[src/rtl/cam_frame_writer.sv]
// Frame-buffer writer: converts RGB565 pixels to RGB444, issues linear BRAM writes,
// and validates the pixel count of every frame.
module cam_frame_writer #(
   parameter int H_RES  = 640,
   parameter int V_RES  = 480,
   parameter int ADDR_W = 19
) (
   input  logic              p_clock,
   input  logic              rst_n,
   input  logic              enable,
   input  logic [15:0]       pixel_data,
   input  logic              pixel_valid,
   input  logic              frame_done,
   output logic              wr_en,
   output logic [ADDR_W-1:0] wr_addr,
   output logic [11:0]       wr_data,
   output logic              frame_ready,
   output logic              frame_err,
   output logic [7:0]        frame_count,
   output logic              busy
);

   localparam int FRAME_PIX = H_RES * V_RES;
   localparam int CNT_W     = $clog2(FRAME_PIX + 1);
   localparam logic [CNT_W-1:0] FRAME_PIX_C = CNT_W'(FRAME_PIX);

   typedef enum logic {SYNC, WRITE} state_t;

   state_t           state;
   logic [CNT_W-1:0] pix_cnt;
   logic             overflow;

   logic             accept;
   logic             dropped;
   logic [CNT_W-1:0] cnt_next;
   logic             ovf_next;
   logic             good;

   // The pixel arriving with frame_done is folded into the count before the check.
   always_comb begin
      accept   = 1'b0;
      dropped  = 1'b0;
      cnt_next = pix_cnt;
      ovf_next = overflow;
      good     = 1'b0;
      if (state == WRITE && pixel_valid) begin
         accept  = (pix_cnt < FRAME_PIX_C);
         dropped = !accept;
      end
      cnt_next = pix_cnt + {{(CNT_W-1){1'b0}}, accept};
      ovf_next = overflow | dropped;
      good     = (cnt_next == FRAME_PIX_C) && !ovf_next;
   end

   always_ff @(posedge p_clock or negedge rst_n) begin
      if (!rst_n) begin
         state       <= SYNC;
         pix_cnt     <= '0;
         overflow    <= 1'b0;
         wr_en       <= 1'b0;
         wr_addr     <= '0;
         wr_data     <= '0;
         frame_ready <= 1'b0;
         frame_err   <= 1'b0;
         frame_count <= '0;
         busy        <= 1'b0;
      end else begin
         wr_en       <= accept;
         frame_ready <= 1'b0;
         frame_err   <= 1'b0;
         if (accept) begin
            wr_addr <= ADDR_W'(pix_cnt);
            wr_data <= {pixel_data[15:12], pixel_data[10:7], pixel_data[4:1]};
         end
         case (state)
            SYNC: begin
               if (frame_done && enable) begin
                  state    <= WRITE;
                  busy     <= 1'b1;
                  pix_cnt  <= '0;
                  overflow <= 1'b0;
               end
            end
            WRITE: begin
               if (frame_done) begin
                  frame_ready <= good;
                  frame_err   <= !good;
                  if (good)
                     frame_count <= frame_count + 8'd1;
                  pix_cnt  <= '0;
                  overflow <= 1'b0;
                  if (!enable) begin
                     state <= SYNC;
                     busy  <= 1'b0;
                  end
               end else begin
                  pix_cnt  <= cnt_next;
                  overflow <= ovf_next;
               end
            end
            default: begin
               state <= SYNC;
               busy  <= 1'b0;
            end
         endcase
      end
   end

endmodule
[config.mk]
export PLATFORM = sky130hd
export DESIGN_NAME = cam_frame_writer
export DESIGN_NICKNAME = d
export VERILOG_FILES = /design/src/rtl/cam_frame_writer.sv
export SDC_FILE = /design/constraint.sdc
export NUM_CORES = 1
export LEC_CHECK = 0
export CAP_MARGIN = 20
export CELL_PAD_IN_SITES_DETAIL_PLACEMENT = 1
export CELL_PAD_IN_SITES_GLOBAL_PLACEMENT = 2
export CORE_MARGIN = 8
export CORE_UTILIZATION = 36
export DETAILED_ROUTE_END_ITERATION = 8
export DONT_BUFFER_PORTS = 1
export PLACE_DENSITY = 0.72
export SYNTH_ARGS = -nofsm -noshare
export SYNTH_HDL_FRONTEND = slang
export SYNTH_SLANG_ARGS = --single-unit
[constraint.sdc]
create_clock -name p_clock -period 3.7 [get_ports p_clock]
set_clock_uncertainty 0.05 [all_clocks]
set_input_delay 0.925 -clock p_clock [delete_from_list [all_inputs] [get_ports p_clock]]
set_output_delay 0.925 -clock p_clock [all_outputs]
set_load 0.01 [all_outputs]
==> results.md, run 1 <==
- Yosys warnings: 0
- Syn Inst Count: 288
- Port bufs: 0
- Main combinational cell family by area after synthesis: simple AND/OR/NAND/NOR gates
- TritonCTS Sinks: between 60 and 70
- Synth Area in Compound Gates: 11.0%
- RSZ-0062 raised after global routing: false
- Layout cell share with drive strength beyond 1: approximately a quarter
- Clock transition at path regs: around 80 ps
- Initial Utilization: 36.5%
- Post-Synth Simple-Gate Area: 18.4%
- Area grow syn2layout: 11.5%
- Clk Latency, worst-skew pair: roughly 350 ps
- PD cells: approximately 430 nW/µm²
- Placer congestion estimate: 0.774
- Final Setup Violations: 0
- Synth Area in XOR/XNOR: under 10%
- GRT Residual Overflow: 0
- Setup bufs post-CTS: 0
- Period utilisation layout: between 90% and 100%
- Worst r2r src: pix_cnt[15]
- Initial antenna violation count: 0
- Minimum clock period: approximately 3400 ps
- Residual DRC count: 0
- Number of global-route vias before repair: approximately 2500
- Overall routed net length: approximately 7700 µm
- R2R Path End: frame_count[1]
- # rows: 34
- Critical Path AT: about 3600 ps
- Average size of a mapped cell: ~11 µm²
- Nets@finish: between 300 and 400
- Final design utilization: 40.7%
- Mux cell area share after synthesis: 11.6%
- Adder-cell share of the synthesized area: 1.20%
- Reg2Reg Setup Slack: around 320 ps
- Die ar.: roughly 12000 µm²
- Inserted Diodes: 0
- Top-area cell type share of the netlist area: about 51%
- Met2 WL: between 3000 and 4000 µm
- Top layer in use: met4
- Critical Path RT: 3880 ps
- R2R depth: 10
- Cell taking the most area after synthesis: dfrtp_1
- First-pass GRT wire length: 13000 µm
- Final Max Tran Viols: 0
- CP Class: flop to flop
- CP peak stage delay: 530 ps
- Final Non-Filler Cells: about 400
- H-tree Lvls: 3
- CTS tree: yes
- Syn nets: between 300 and 400
- First-pass DRT Iterations: 4
- Core box area: roughly 8600 µm²
- CTS max path bufs: 2
- Commonest non-fill, non-tap cells in the layout: dfrtp_1 (63), mux2_2 (30), o21ai_0 (29), nand2_1 (18), nor2_1 (17)
- GRT Util Overall: between 10% and 20%
- Crit-path slowest cell: or4_1
- Synthesized flop and latch total: 64
- Fin area: approximately 3500 µm²
- Via count: 2235
- Worst relative slew slack: 37.2%
- Max Cap Viol: 0
- Drt wl/cell: 19.3 µm
- Vias per cell: 5.57
- Startpoint types: flop
- Post-Syn Area: approximately 3100 µm²
- CP Cell Sequence: a211oi_1 > nand2_1 > a21oi_4 > ha_1 > ha_2 > or4_1 > nor4_1 > and4b_1 > and3_4 > mux2_4
- Root buf cell: clkbuf_8
- Initial detailed-routing violation count: just over 90
- Status: completed
- Worst path bufs/invs: 0
- Largest net degree at the start of global routing: 65
- Type of the most critical hold path: input port to asynchronous set/reset pin
- CTS Buf Count: 9
- Cell leakage power: ~1.5 nW
- Worst ir drop on vdd: approximately 0.32 mV
- Final hold vios: 0
- Final Total Pwr: roughly 0.0015 W
- Die height: between 100 and 150 µm
- Synth cell types: 50
- Crit end category: flop
- Met3 wire length: slightly above 500 µm
- Register area share after synthesis: 51.3%
- Post-DRT Antenna Nets: 0
- Die Wd: around 110 µm
- CP delay by family, top: simple AND/OR/NAND/NOR gates
- Fin Setup TNS: 0 ps
- Placed cell area: ~3300 µm²
- Worst-Margin Slew: between 900 and 1000 ps
- Num ports: 64
- Detailed Place HPWL: ~5300 µm
- Commonest non-fill, non-tap cell in the layout: dfrtp_1
- Fmax: 296 MHz
- Placed cell count: between 300 and 400
- Largest cells by area after synthesis: dfrtp_1 (51%), mux2_2 (11%), o21ai_0 (4.7%)
- CP max FO: 10
- Post-Route M1 WL: about 3500 µm
## report_power, final
group,switching [W],internal (W),total [W]
clock,0.000305,0.000317,0.000622
sequential,0.0000428,0.000734,0.000777
combinational,0.0000401,0.0000397,0.0000798
## flip-flops by register name, indices dropped and copies added (netlist names), named ones only
signal / cells
wr_en: 1
wr_data: 12
busy: 1
frame_ready: 1
overflow: 1
frame_err: 1
wr_addr: 19
pix_cnt: 19
frame_count: 8
## cell families (layout without fill, tap and decap cells)
family / Yosys count / after routing
xor+xnor: 11 / 11
buf+inv: 25 / 30
flops: 64 / 64
simple gates: 95 / 95
mux: 32 / 32
fa+ha+maj: 3 / 3
compound gates: 58 / 58
## through the flow
step / worst slack [ps] / hold slack [ps]
3_5_place_dp: 98.4 / 449
2_1_floorplan: 75.5 / 415
5_1_grt: 14.3 / 184
3_3_place_gp: 136 / 438
4_1_cts: 223 / 197
6_report: 317 / 213
## metal layers
layer / vias up / GRT usage [%]
met5: - / 0
met1: 1128 / 17.5
li1: 1053 / -
met2: 46 / 22.0
met4: 0 / 3.81
met3: 8 / 5.56
## cells in the mapped netlist, drive strengths merged
| cell type | instances |
|---|---|
| o41ai | 1 |
| o21ai | 29 |
| a22o | 3 |
| o21a | 1 |
| nand3 | 13 |
| mux2 | 31 |
| nor3 | 2 |
| dfrtp | 64 |
| nand2b | 1 |
| nor2b | 1 |
| nor4 | 7 |
| xor2 | 3 |
| a211o | 1 |
| and3 | 6 |
| buf | 6 |
| mux2i | 1 |
| a21oi | 9 |
| and4b | 1 |
| nand2 | 18 |
| o31ai | 6 |
| nand4b | 2 |
| or4 | 2 |
| or3 | 1 |
| nand3b | 1 |
| nor4b | 2 |
| and4 | 3 |
| or3b | 1 |
| a31oi | 3 |
| xnor2 | 8 |
| or2 | 1 |
| clkbuf | 17 |
| nor2 | 17 |
| nand4 | 12 |
| a211oi | 3 |
| a21boi | 1 |
| and2 | 4 |
| o22a | 1 |
| ha | 3 |
| inv | 2 |
## how the worst max path moves through the flow
stage | cells past startpoint | slack [ps] | start | endpoint
CTS | 12 | 220 | pix_cnt[15] | frame_count[1]
global placement | 11 | 140 | pixel_valid | frame_count[1]
finish | 10 | 320 | pix_cnt[15] | frame_count[1]
global route | 12 | 10 | pix_cnt[15] | frame_count[1]
detailed placement | 11 | 100 | pixel_valid | frame_count[1]
floorplan | 14 | 80 | pixel_valid | frame_count[1]
## repair_timing
| item | 4_1_cts | 5_1_grt |
|---|---|---|
| endpoints found under the hold margin | 0 | 0 |
| gates resized for setup | 0 | 3 |
| hold buffers | 0 | 0 |
| setup endpoints to repair | 0 | 7 |
## worst register-to-register path: stages (launching register included)
cell      delay [ps]
dfrtp_2          490
a211oi_1         240
nand2_1          180
a21oi_4          210
ha_1             230
ha_2             300
or4_1            530
nor4_1           240
and4b_1          280
and3_4           220
mux2_4           290
## area by class of cell
class / instances / area, µm²
Clock buffer: 9 / 124
Clock inverter: 7 / 81.3
Fill cell: 930 / 5070
Inverter: 2 / 7.51
Multi-Input combinational cell: 199 / 1440
Sequential cell: 64 / 1600
Tap cell: 108 / 135
Timing Repair Buffer: 12 / 90.1
Power figures use the tool's default switching activity.
==> run 2: changes to the inputs <==
MAX_ROUTING_LAYER = met4   (was default)
==> run 2 against run 1 <==
Effect of this change: sequential share of layout area unchanged; cell area unchanged; via count up 0.98%; die area unchanged; critical path depth unchanged; routed wire length up 0.32%; total power about the same; largest cell class unchanged.
==> results.md, run 2 (synthesized netlist as in run 1, its figures left out) <==
- Worst-Margin Slew: 945 ps (+3.55 ps)
- Placer congestion estimate: 0.784 (+1.3%)
- Worst ir drop on vdd: 0.316 mV (about the same)
- Status: completed
- Worst path bufs/invs: 0 (unchanged)
- Final Non-Filler Cells: 401 (unchanged)
- CP Class: flop to flop
- CP peak stage delay: 530 ps (about the same)
- GR Layer Usage met1: 17.8% (+0.25 points)
- Die ar.: 11900 µm² (unchanged)
- Placed cell count: 385 (unchanged)
- Reg2Reg Setup Slack: 310 ps (about the same)
- GRT Util Overall: 14.5% (+0.44 points)
- R2R Path End: frame_count[1]
- Die height: 109 µm (unchanged)
- # rows: 34 (unchanged)
- R2R depth: 10 (unchanged)
- Port bufs: 0 (unchanged)
- First-pass DRT Iterations: 4 (unchanged)
- Initial Utilization: 36.5% (unchanged)
- CTS Buf Count: 9 (unchanged)
- Commonest non-fill, non-tap cell in the layout: dfrtp_1
- Cell leakage power: 1.53 nW (unchanged)
- Grt met2 use: 22.0% (-0.043 points)
- Drt wl/cell: 19.3 µm (+0.32%)
- Clock transition at path regs: 80 ps (about the same)
- Layout cell share with drive strength beyond 1: 25.9% (unchanged)
- TritonCTS Sinks: 64 (unchanged)
- First-pass GRT wire length: 13000 µm (about the same)
- Period utilisation layout: 91.6% (+0.12 points)
- RSZ-0062 raised after global routing: false
- Final WS setup: 312 ps (-4.49 ps)
- Crit end category: flop
- Regs by FF count: pix_cnt (19), wr_addr (19), wr_data (12)
- H-tree Lvls: 3 (unchanged)
- CTS tree: yes
- CP delay by family, top: simple AND/OR/NAND/NOR gates
- Setup bufs post-CTS: 0 (unchanged)
- Initial detailed-routing violation count: 96 (+3.2%)
- Startpoint types: flop
- Commonest non-fill, non-tap cells in the layout: dfrtp_1 (63), mux2_2 (30), o21ai_0 (29), nand2_1 (18), nor2_1 (17)
- Critical Path AT: 3570 ps (about the same)
- Via count: 2257 (+0.98%)
- Pre-CTS setup slack: 98.4 ps (unchanged)
- CP Cell Sequence: a211oi_1 > nand2_1 > a21oi_4 > ha_1 > ha_2 > or4_1 > nor4_1 > and4b_1 > and3_4 > mux2_4
- Largest net degree at the start of global routing: 65 (unchanged)
- Fmax: 295 MHz (-0.13%)
- Fin Setup TNS: 0 ps (unchanged)
- Fill cells: 930 (unchanged)
- Post-DRT Antenna Nets: 0 (unchanged)
- Residual DRC count: 0 (unchanged)
- Number of global-route vias before repair: 2452 (+0.041%)
- Type of the most critical hold path: input port to asynchronous set/reset pin
- Inserted Diodes: 0 (unchanged)
- Worst r2r src: pix_cnt[15]
- GRT met3 Usage: 5.26% (-0.30 points)
- Clk Latency, worst-skew pair: 350 ps (about the same)
- Num ports: 64 (unchanged)
- Max Cap Viol: 0 (unchanged)
- Final design utilization: 40.7% (unchanged)
- Final hold vios: 0 (unchanged)
- Worst relative slew slack: 37.0% (-0.24 points)
- PD cells: 426 nW/µm² (about the same)
- Root buf cell: clkbuf_8
- Crit-path slowest cell: or4_1
- CP max FO: 10 (unchanged)
- Hold-fix buffers, CTS: 0 (unchanged)
- Nets@finish: 312 (unchanged)
- Detailed Place HPWL: 5270 µm (unchanged)
- Gr busiest metal: met2
- CTS max path bufs: 2 (unchanged)
- Cts repair resizes: 0 (unchanged)
- GRT Residual Overflow: 0 (unchanged)
- Final Max Tran Viols: 0 (unchanged)
- Die Wd: 109 µm (unchanged)
- Core box area: 8550 µm² (unchanged)
- Final Setup Violations: 0 (unchanged)
- Critical Path RT: 3880 ps (about the same)
- Initial antenna violation count: 0 (unchanged)
- Minimum clock period: 3390 ps (+4.49 ps)
- Area grow syn2layout: 11.5% (unchanged)
- Vias per cell: 5.63 (+0.98%)
- Overall routed net length: 7750 µm (+0.32%)
run 2: worst max-delay path by stage:
stage | start | to | slack (ps) | depth (start not counted)
6_report | pix_cnt[15] | frame_count[1] | 310 | 10
5_1_grt | pix_cnt[15] | frame_count[1] | 10 | 12
4_1_cts | pix_cnt[15] | frame_count[1] | 220 | 12
3_5_place_dp | pixel_valid | frame_count[1] | 100 | 11
3_3_place_gp | pixel_valid | frame_count[1] | 140 | 11
2_1_floorplan | pixel_valid | frame_count[1] | 80 | 14
run 2: area by class of cell:
class / instances / area [µm²] / share of cell area, %
Clock buffer: 9 / 124 / 3.56
Clock inverter: 7 / 81.3 / 2.34
Inverter: 2 / 7.51 / 0.216
Multi-Input combinational cell: 199 / 1440 / 41.3
Sequential cell: 64 / 1600 / 46.1
Tap cell: 108 / 135 / 3.88
Timing Repair Buffer: 12 / 90.1 / 2.59
run 2: per-layer routing:
layer	vias up	share of wire [%]
met5	-	0
met1	1139	46
li1	1054	-
met3	9	6.6
met2	55	46
met4	0	1.0
run 2: per-stage QoR:
stage / cell area (µm²) / hold WS, ps / total power [W]
after floorplan: 3130 / 415 / 0.000848
after global placement: 3260 / 438 / 0.000871
after detailed placement: 3260 / 449 / 0.000875
after CTS: 3470 / 197 / 0.00151
after global routing: 3480 / 184 / 0.00155
final: 3480 / 211 / 0.00148
run 2: power breakdown:
group	internal (W)	switching [W]
clock network	0.000317	0.000306
registers	0.000734	0.0000428
logic	0.0000397	0.0000402
total	0.00109	0.000389
==> run 3: changes to the inputs <==
ABC_AREA = 1   (was default)
CORE_UTILIZATION = 33   (was 36)
==> run 3 against run 2 <==
Effect of this change: final cell count up 24%; sequential cell count unchanged; maximum frequency up 16%; critical endpoint is now frame_count[6]; critical path depth up 8.
==> results.md, run 3 <==
- Fmax: 343 MHz (+16%)
- Setup bufs post-CTS: 0 (unchanged)
- Drt wl/cell: 16.4 µm (-15%)
- Number of global-route vias before repair: 2760 (+13%)
- Overall routed net length: 8180 µm (+5.5%)
- Port bufs: 0 (unchanged)
- Critical Path RT: 3880 ps (about the same)
- CP Cell Sequence: nand2_1 > nand3_1 > nand2_1 > nand2_1 > inv_1 > ha_1 > ha_1 > nand3_1 > nor2_2 > nand2_1 > nand2_1 > nand2_1 > nor2_1 > nand2_1 > nor2_4 > nand3_4 > nand2_1 > nand2_1
- Cell taking the most area after synthesis: dfrtp_1
- Worst-Margin Slew: 799 ps (-147 ps)
- Type of the most critical hold path: input port to asynchronous set/reset pin
- Worst path bufs/invs: 1 (+1)
- Initial Utilization: 33.8% (-2.7 points)
- Worst path most repeated cell: nand2_1
- Worst relative slew slack: 46.6% (+9.6 points)
- CTS tree: yes
- Area grow syn2layout: 11.7%
- Final Max Tran Viols: 0 (unchanged)
- Vias per cell: 5.03 (-11%)
- Startpoint types: flop
- Main synth FF type: dfrtp_1
- CP max FO: 10 (unchanged)
- Crit-path slowest cell: dfrtp_1
- Crit end category: flop
- Status: completed
- CTS max path bufs: 2 (unchanged)
- Ys async rst share: 100% (unchanged)
- Detailed Place HPWL: 5780 µm (+9.7%)
- # rows: 35 (+2.9%)
- Post-Syn Area: 3090 µm² (-0.84%)
- Placer congestion estimate: 0.805 (+2.7%)
- GRT Util Overall: 14.1% (-0.35 points)
- Worst ir drop on vdd: 0.217 mV (-31%)
- Initial detailed-routing violation count: 81 (-16%)
- CP peak stage delay: 430 ps (-100 ps)
- Commonest non-fill, non-tap cell in the layout: nand2_1
- Cell leakage power: 1.61 nW (+5.0%)
- Synthesized flop and latch total: 64 (unchanged)
- Top-area cell type share of the netlist area: 51.8% (+0.44 points)
- First-pass GRT wire length: 14000 µm (+7.7%)
- GRT Residual Overflow: 0 (unchanged)
- RSZ-0062 raised after global routing: false
- Flip-flop and latch area: 1600 µm² (about the same)
- Final Setup Violations: 0 (unchanged)
- Syn Inst Count: 378 (+31%)
- Largest cells by area after synthesis: dfrtp_1 (52%), nand2_1 (16%), inv_1 (5.0%)
- Multi-input logic area: 1290 µm² (-10%)
- Die height: 113 µm (+3.4%)
- First-pass DRT Iterations: 4 (unchanged)
- PD cells: 458 nW/µm² (+7.5%)
- Clk Latency, worst-skew pair: 350 ps (about the same)
- Period utilisation layout: 78.7% (-13 points)
- Final hold vios: 0 (unchanged)
- Commonest non-fill, non-tap cells in the layout: nand2_1 (129), dfrtp_1 (64), inv_1 (41), nor2_1 (24), o21ai_0 (24)
- Yosys warnings: 0 (unchanged)
- Register area share after synthesis: 51.8% (+0.44 points)
- Synth cell types: 25 (-50%)
- Inserted Diodes: 0 (unchanged)
- Post-synth EDFFs: 0 (unchanged)
- Fill cells: 1080 (+16%)
- Layout cell share with drive strength beyond 1: 9.04% (-17 points)
- Die ar.: 12700 µm² (+7.0%)
- Fin Setup TNS: 0 ps (unchanged)
- Post-synth top cells: nand2_1 (129), dfrtp_1 (64), inv_1 (41), nor2_1 (24), o21ai_0 (24)
- Max Cap Viol: 0 (unchanged)
- CTS Buf Count: 9 (unchanged)
- Minimum clock period: 2910 ps (-475 ps)
- Hold-fix buffers, CTS: 0 (unchanged)
- Residual DRC count: 0 (unchanged)
- Average size of a mapped cell: 8.19 µm² (-24%)
- Clock transition at path regs: 80 ps (about the same)
- Cts repair resizes: 0 (unchanged)
- Via count: 2507 (+11%)
- CP Class: flop to flop
- Largest net degree at the start of global routing: 65 (unchanged)
- Regs by FF count: pix_cnt (19), wr_addr (19), wr_data (12)
- Initial antenna violation count: 0 (unchanged)
- Die Wd: 113 µm (+3.4%)
- Post-DRT Antenna Nets: 0 (unchanged)
- Top-count cell post-synth: nand2_1
- Core box area: 9150 µm² (+7.0%)
- Final design utilization: 37.8% (-2.9 points)
- Root buf cell: clkbuf_8
- H-tree Lvls: 3 (unchanged)
- Num ports: 64 (unchanged)
- Nets@finish: 406 (+30%)
- TritonCTS Sinks: 64 (unchanged)
- CP delay by family, top: simple AND/OR/NAND/NOR gates
- Critical Path AT: 3100 ps (-470 ps)
- Syn nets: 402 (+29%)
-- run 3: cell count changes after synthesis, sizes merged, moves of 7 or more --
cell / before / now
a21oi: 9 / 2
mux2: 31 / 0
clkbuf: 17 / 9
o22ai: 0 / 19
nor4: 7 / 0
nand3: 13 / 20
nand2: 18 / 131
xnor2: 8 / 0
inv: 2 / 42
nor2: 17 / 33
-- run 3: through the flow --
step                hold slack, ps  instances  setup slack [ps]  total power, W  instance area [µm²]
detailed placement             498        482               486        0.000855                 3210
global placement               492        482               555        0.000851                 3210
finish                         215        498               787         0.00158                 3460
floorplan                      465        378               494        0.000827                 3090
CTS                            188        498               725         0.00162                 3460
global route                   193        498               417         0.00165                 3460
-- run 3: layout make-up --
type	count	share of cell area (%)
Sequential cell	64	46.3
Multi-Input combinational cell	261	37.4
Clock buffer	9	3.58
Tap cell	111	4.02
Inverter	44	4.78
Clock inverter	7	3.44
Timing Repair Buffer	2	0.434
-- run 3: cells by family (layout without fill, tap and decap cells) --
logic type      count (synthesis)  in the layout  synth area share (%)
simple gates                  203            203                  29.8
flops                          64             64                  51.8
buf+inv                        53             62                  6.43
compound gates                 46             46                  8.29
xor+xnor                        9              9                  2.55
fa+ha+maj                       3              3                  1.21
-- run 3: path summary, 6_finish.rpt --
kind	from	to	slack, ps	cells after the start
worst max-delay path	pix_cnt[14]	frame_count[6]	790	18
max in group asynchronous	rst_n	wr_addr[14]	3220	0
min in group p_clock	wr_data[2]	wr_data[2]	510	2
worst max register to register	pix_cnt[14]	frame_count[6]	790	18
worst min-delay path	rst_n	wr_addr[13]	220	0
worst min register to register	wr_data[2]	wr_data[2]	510	2
-- run 3: worst register-to-register path, stage by stage (launching register included) --
cell	delay [ps]
dfrtp_1	430
nand2_1	130
nand3_1	130
nand2_1	90
nand2_1	60
inv_1	80
ha_1	190
ha_1	230
nand3_1	180
nor2_2	180
nand2_1	80
nand2_1	90
nand2_1	70
nor2_1	100
nand2_1	100
nor2_4	300
nand3_4	170
nand2_1	90
nand2_1	50
-- run 3: power by group --
group	internal [W]	switching [W]	leakage, nW
Sequential	0.000729	0.0000363	0.867
Clock	0.000448	0.000295	0.116
Combinational	0.0000209	0.0000516	0.623
-- run 3: metal layers --
layer	GRT usage (%)	share of wire, %	vias up	wire length [µm]
li1	-	-	1224	-
met2	22.1	46	43	3800
met4	4.59	1.2	0	99
met3	4.53	5.3	8	431
met5	-	0	-	0
met1	16.9	47	1232	3850
